--- src/rtl/program_loader_verilog_if.sv ---
// program_loader_verilog_if: byte-stream input and program-memory write port of the loader.
interface program_loader_verilog_if #(
    parameter int DATA_WIDTH = 16,
    parameter int ADDR_WIDTH = 8
);
    logic [7:0]            in_data;
    logic                  in_valid;
    logic                  in_ready;
    logic                  prog_we;
    logic [ADDR_WIDTH-1:0] prog_addr;
    logic [DATA_WIDTH-1:0] prog_opcode;
    logic [DATA_WIDTH-1:0] prog_operand;
    modport master (
        output in_data, in_valid,
        input  in_ready, prog_we, prog_addr, prog_opcode, prog_operand
    );
    modport slave (
        input  in_data, in_valid,
        output in_ready, prog_we, prog_addr, prog_opcode, prog_operand
    );
endinterface

--- src/rtl/program_loader_verilog.sv ---
// program_loader_verilog: assembles a length-prefixed, XOR-checked byte stream into
// opcode/operand words, writes them to program memory and releases the CPU on success.
module program_loader_verilog #(
    parameter int DATA_WIDTH = 16,
    parameter int ADDR_WIDTH = 8
) (
    input  logic                    clk,
    input  logic                    reset,
    input  logic                    start,
    program_loader_verilog_if.slave bus,
    output logic                    cpu_hold,
    output logic                    done,
    output logic                    error,
    output logic [ADDR_WIDTH:0]     loaded_count
);
    typedef enum logic [2:0] {IDLE, LEN_HI, LEN_LO, BODY, CHECK, DONE, ERROR} state_t;
    localparam logic [16:0] MAX_LEN = 17'(2 ** ADDR_WIDTH);

    state_t                state_q, state_d;
    logic [7:0]            len_hi_q, len_hi_d, chk_q, chk_d;
    logic [1:0]            phase_q, phase_d;
    logic [23:0]           buf_q, buf_d;
    logic [ADDR_WIDTH:0]   len_q, len_d, count_q, count_d;
    logic [ADDR_WIDTH-1:0] addr_q, addr_d;
    logic [DATA_WIDTH-1:0] op_q, op_d, opd_q, opd_d;
    logic                  we_q, we_d, ready_q, ready_d, hold_q, hold_d, done_q, done_d, err_q, err_d;
    logic                  accept;
    logic [15:0]           len_word;

    assign accept   = bus.in_valid && ready_q;
    assign len_word = {len_hi_q, bus.in_data};

    always_comb begin
        state_d  = state_q;
        len_hi_d = len_hi_q;
        chk_d    = chk_q;
        phase_d  = phase_q;
        buf_d    = buf_q;
        len_d    = len_q;
        count_d  = count_q;
        addr_d   = addr_q;
        op_d     = op_q;
        opd_d    = opd_q;
        we_d     = 1'b0;
        // the checksum byte itself is not folded into the running XOR
        if (accept && state_q != CHECK)
            chk_d = chk_q ^ bus.in_data;
        case (state_q)
            IDLE, DONE, ERROR: if (start) begin
                state_d = LEN_HI;
                count_d = '0;
                chk_d   = '0;
                phase_d = '0;
            end
            LEN_HI: if (accept) begin
                len_hi_d = bus.in_data;
                state_d  = LEN_LO;
            end
            LEN_LO: if (accept) begin
                len_d   = len_word[ADDR_WIDTH:0];
                state_d = {1'b0, len_word} > MAX_LEN ? ERROR : len_word == 16'd0 ? CHECK : BODY;
            end
            BODY: if (accept) begin
                phase_d = phase_q + 2'd1;
                buf_d   = {buf_q[15:0], bus.in_data};
                if (phase_q == 2'd3) begin
                    we_d    = 1'b1;
                    addr_d  = count_q[ADDR_WIDTH-1:0];
                    op_d    = buf_q[23:8];
                    opd_d   = {buf_q[7:0], bus.in_data};
                    count_d = count_q + 1'b1;
                    state_d = count_d == len_q ? CHECK : BODY;
                end
            end
            CHECK: if (accept)
                state_d = bus.in_data == chk_q ? DONE : ERROR;
            default: ;
        endcase
        ready_d = state_d inside {LEN_HI, LEN_LO, BODY, CHECK};
        hold_d  = state_d != DONE;
        done_d  = state_d == DONE;
        err_d   = state_d == ERROR;
    end

    always_ff @(posedge clk or negedge reset) begin
        if (!reset) begin
            state_q  <= IDLE;
            len_hi_q <= '0;
            chk_q    <= '0;
            phase_q  <= '0;
            buf_q    <= '0;
            len_q    <= '0;
            count_q  <= '0;
            addr_q   <= '0;
            op_q     <= '0;
            opd_q    <= '0;
            we_q     <= 1'b0;
            ready_q  <= 1'b0;
            hold_q   <= 1'b1;
            done_q   <= 1'b0;
            err_q    <= 1'b0;
        end else begin
            state_q  <= state_d;
            len_hi_q <= len_hi_d;
            chk_q    <= chk_d;
            phase_q  <= phase_d;
            buf_q    <= buf_d;
            len_q    <= len_d;
            count_q  <= count_d;
            addr_q   <= addr_d;
            op_q     <= op_d;
            opd_q    <= opd_d;
            we_q     <= we_d;
            ready_q  <= ready_d;
            hold_q   <= hold_d;
            done_q   <= done_d;
            err_q    <= err_d;
        end
    end

    assign bus.in_ready     = ready_q;
    assign bus.prog_we      = we_q;
    assign bus.prog_addr    = addr_q;
    assign bus.prog_opcode  = op_q;
    assign bus.prog_operand = opd_q;
    assign cpu_hold         = hold_q;
    assign done             = done_q;
    assign error            = err_q;
    assign loaded_count     = count_q;
endmodule

--- src/flat_wrapper.sv ---
// flat-port wrapper written by rule: the top's interface ports become plain ports
module program_loader_verilog_flat 
#(
    parameter int DATA_WIDTH = 16,
    parameter int ADDR_WIDTH = 8
)
  (clk, reset, start, cpu_hold, done, error, loaded_count, bus_in_data, bus_in_valid, bus_in_ready, bus_prog_we, bus_prog_addr, bus_prog_opcode, bus_prog_operand);
  program_loader_verilog_if #(.DATA_WIDTH(DATA_WIDTH), .ADDR_WIDTH(ADDR_WIDTH)) bus_i ();
  input  logic clk;
  input  logic reset;
  input  logic start;
  output logic cpu_hold;
  output logic done;
  output logic error;
  output logic [ADDR_WIDTH:0] loaded_count;
  input wire logic [$bits(bus_i.in_data)-1:0] bus_in_data;
  input wire logic [$bits(bus_i.in_valid)-1:0] bus_in_valid;
  output wire logic [$bits(bus_i.in_ready)-1:0] bus_in_ready;
  output wire logic [$bits(bus_i.prog_we)-1:0] bus_prog_we;
  output wire logic [$bits(bus_i.prog_addr)-1:0] bus_prog_addr;
  output wire logic [$bits(bus_i.prog_opcode)-1:0] bus_prog_opcode;
  output wire logic [$bits(bus_i.prog_operand)-1:0] bus_prog_operand;
  assign bus_i.in_data = bus_in_data;
  assign bus_i.in_valid = bus_in_valid;
  assign bus_in_ready = bus_i.in_ready;
  assign bus_prog_we = bus_i.prog_we;
  assign bus_prog_addr = bus_i.prog_addr;
  assign bus_prog_opcode = bus_i.prog_opcode;
  assign bus_prog_operand = bus_i.prog_operand;
  program_loader_verilog #(.DATA_WIDTH(DATA_WIDTH), .ADDR_WIDTH(ADDR_WIDTH)) u_core (.clk(clk), .reset(reset), .start(start), .bus(bus_i), .cpu_hold(cpu_hold), .done(done), .error(error), .loaded_count(loaded_count));
endmodule
--- config.mk ---
export PLATFORM = sky130hd
export DESIGN_NAME = program_loader_verilog_flat
export DESIGN_NICKNAME = d
export VERILOG_FILES = /design/src/rtl/program_loader_verilog_if.sv /design/src/rtl/program_loader_verilog.sv /design/src/flat_wrapper.sv
export SDC_FILE = /design/constraint.sdc
export NUM_CORES = 1
export LEC_CHECK = 0
export CAP_MARGIN = 40
export CORE_ASPECT_RATIO = 1.75
export CORE_MARGIN = 2
export CORE_UTILIZATION = 59
export CTS_CLUSTER_SIZE = 14
export DETAILED_ROUTE_END_ITERATION = 10
export PLACE_DENSITY = 0.85
export SYNTH_ARGS = -nofsm -noshare
export SYNTH_HDL_FRONTEND = slang
export SYNTH_SLANG_ARGS = --single-unit
--- constraint.sdc ---
create_clock -name clk -period 6 [get_ports clk]
set_clock_uncertainty 0.2 [all_clocks]
set_input_delay 1.2 -clock clk [delete_from_list [all_inputs] [get_ports clk]]
set_output_delay 1.2 -clock clk [all_outputs]
set_load 0.005 [all_outputs]
==> run metrics <==
Pre-antenna DRT Iters=5; placer congestion estimate=~0.83; DRC=0; Max transition margin=46.9%; Fin Hold WS=around 270 ps; worst hold path type=register to register; Max Cap Viol=0; Hold Path Sink=u_core.bus.prog_addr[1]$_DFFE_PN0P_; Initial DRC Count=around 410; initial antenna violation count=0; core area=approximately 8200 sq um; placed cells=595; Setup Buffers After CTS=0; Yosys reg bits=between 100 and 150; Hold Crit Depth=2; predominant post-synthesis flop cell=dfrtp_1; CP Max Fanout=44; met2 routed WL=around 5.5 mm; CP max stage delay=roughly 700 ps; top layer in use=met4; vias in the first global route=3434; post-route ant nets=0; Design Area, Final=approximately 6000 sq um; post-CTS resize count=0; Yosys cell types=between 50 and 60; crit path kind=input port to register; CTS Sinks=about 110; reg-to-reg endpoint=u_core.loaded_count[2]$_DFFE_PN0P_; ys async rst share=between 90% and 100%; clk slew on worst S/H paths=around 70 ps; synthesis-to-layout area growth=20.1%; PortBufs=65; reg-to-reg setup timing slack=approximately 2900 ps; post-DP HPWL=6.68 mm; setup ws final=around 2000 ps; Final Setup Violations=0; Post-synth EDFFs=0; status=complete, no violations; leak pwr=roughly 2.8 nW; Ys Warns=0; Hold-fix buffers, CTS=0; Tot GR Track Use=24.0%; H-tree depth=3; r2r startpoint=u_core.state_q[2]$_DFF_PN0_; # fillers=around 580; RSZ-0062 raised after global routing=no; wirelength, routed=around 10 mm; hold_sp=u_core.bus.prog_addr[1]$_DFFE_PN0P_; share of cells above drive strength 1=16.2%; die width=between 70 and 80 um; fmax=0.248 GHz; Fin Setup TNS=0 ps; cell count after synthesis=between 400 and 500; DIE HEIGHT=~120 um; Final Critical Period=4040 ps; Pwr per Cell Area=a little over 400 nW/um^2; # diodes=0; Final Slew Violations=0; Mapped Area=4920 sq um; measured slew at the worst slew-check pin=just under 800 ps; post-synthesis sequential area ratio=54.9%; NumNets Final=about 530; syn_area_per_cell=about 11 sq um; pin count of the biggest net entering global routing=between 60 and 70; Worst Setup End Kind=register; DRT met1 WL=between 3 and 4 mm; critical path required time=around 6000 ps; DP Worst Slack=between 1500 and 2000 ps; initial core utilization=between 60% and 70%; Layout Cells excl Fill=611; CTS tree=yes; critical-path cell list=clkdlybuf4s50_1, nand2_1, nor2_4, nand2_2, inv_2, nor2_1, o21ai_0, o21ai_1; overflow left after global routing=0; Tcrit/Tclk final=67.3%; IO Pins=66; routed wl met3=around 290 um; Final Hold Vio Count=0; CTS Root Cell=clkbuf_16; row count=44; die area=between 9000 and 10000 sq um; drt via density=5.64; net count after synthesis=470; Startpoint Class=input port; via count=3448; CP arrival=4060 ps; worst skew pair latency=approximately 360 ps; total clock buffers created by CTS=9; routed len/inst=between 15 and 20 um; Worst Reg2Reg Path Length in Cells=7; global-route wire length before repair=about 17 mm; Max Buffers Root-to-Sink=2; Critical-path top delay cell=nor2_4; Max IR drop VDD=around 0.22 mV; placed standard-cell area=about 5600 sq um
[state kept, by name (all words and copies together) (netlist names)]
name                     cells
u_core.bus.prog_addr         8
u_core.chk_q                 8
u_core.phase_q               2
u_core.state_q               3
u_core.loaded_count          9
u_core.len_q                 9
u_core.error                 1
u_core.bus.prog_operand     16
u_core.bus.in_ready          1
u_core.cpu_hold              1
u_core.buf_q                24
u_core.len_hi_q              8
u_core.bus.prog_we           1
u_core.done                  1
u_core.bus.prog_opcode      16
[cells by family (layout without fill, tap and decap cells)]
logic type,Yosys count,count (layout),share of synthesized area (%)
flip-flops,108,108,54.9
buffers and inverters,26,89,3.51
AND/OR/NAND/NOR,211,211,20.5
XOR/XNOR,28,28,5.54
multiplexers,41,41,9.35
AO/OA/AOI/OAI,40,40,5.64
adder cells (fa/ha/maj),2,2,0.508
[cell usage after synthesis (all sizes together), types with 3 or more instances]
| cell type | instances | area (sq um) |
|---|---|---|
| a21oi | 7 | 38.8 |
| a31oi | 3 | 18.8 |
| and2 | 4 | 25.0 |
| and3 | 3 | 20.0 |
| buf | 13 | 93.8 |
| clkbuf | 9 | 63.8 |
| dfrtp | 107 | 2680 |
| inv | 4 | 15.0 |
| mux2 | 40 | 450 |
| nand2 | 148 | 556 |
| nand2b | 3 | 18.8 |
| nand3 | 8 | 62.6 |
| nor2 | 21 | 86.3 |
| nor2b | 4 | 25.0 |
| nor3 | 3 | 15.0 |
| nor3b | 3 | 27.5 |
| nor4 | 5 | 61.3 |
| o211ai | 3 | 27.5 |
| o21ai | 18 | 90.1 |
| o41ai | 3 | 33.8 |
| xnor2 | 7 | 61.3 |
| xor2 | 19 | 166 |
[report_power, final]
| group | internal, mW | switching, mW |
|---|---|---|
| combinational | 0.360 | 0.292 |
| clock | 0.373 | 0.278 |
| sequential | 0.943 | 0.182 |
[worst max-delay path, delay by kind of cell]
| kind | cells | cell delay, ps |
|---|---|---|
| AOI/OAI and AO/OA | 2 | 350 |
| buffers and inverters | 2 | 1110 |
| and+or+nand+nor | 4 | 1390 |
[area by class of cell]
cell class / instances / area (sq um) / area share, %
Timing Repair Buffer: 69 / 698 / 11.8
Inverter: 4 / 15.0 / 0.254
Clock inverter: 7 / 105 / 1.78
Sequential cell: 108 / 2700 / 45.7
Multi-Input combinational cell: 322 / 2050 / 34.7
Tap cell: 92 / 115 / 1.95
Clock buffer: 9 / 225 / 3.81
[worst max path at each step]
stage | from | end | slack, ps | depth (start not counted)
after floorplan | bus_in_data[0] | u_core.bus.in_ready$_DFF_PN0_ | 3350 | 6
after global placement | bus_in_valid | u_core.loaded_count[2]$_DFFE_PN0P_ | 1810 | 8
after detailed placement | bus_in_valid | u_core.loaded_count[2]$_DFFE_PN0P_ | 1700 | 8
after CTS | bus_in_valid | u_core.loaded_count[2]$_DFFE_PN0P_ | 2000 | 8
after global routing | bus_in_valid | u_core.loaded_count[2]$_DFFE_PN0P_ | 1740 | 8
final | bus_in_valid | u_core.loaded_count[2]$_DFFE_PN0P_ | 1960 | 8
[metrics by stage]
stage | power, mW | utilization (%)
after CTS | 2.44 | 72.1
final | 2.43 | 72.1
after global placement | 1.73 | 67.6
after floorplan | 1.57 | -
after global routing | 2.57 | 72.1
after detailed placement | 1.78 | 68.0
[per-layer routing]
layer,vias up,global-route usage (%)
li1,1636,-
met1,1707,30.1
met2,85,39.3
met3,20,5.18
met4,0,10.6
met5,-,0
[placed cells by master (no fill, tap or decap), types with 5 or more instances in the layout]
cell               n
xnor2_1            7
clkdlybuf4s50_1   64
o21ai_0           12
nand3_1            5
o21ai_1            6
mux2_2            40
xor2_1            19
dfrtp_1          107
clkbuf_16          9
a21oi_1            6
nor2_1            20
nand2_1          147
(Power assumes the default switching activity.)
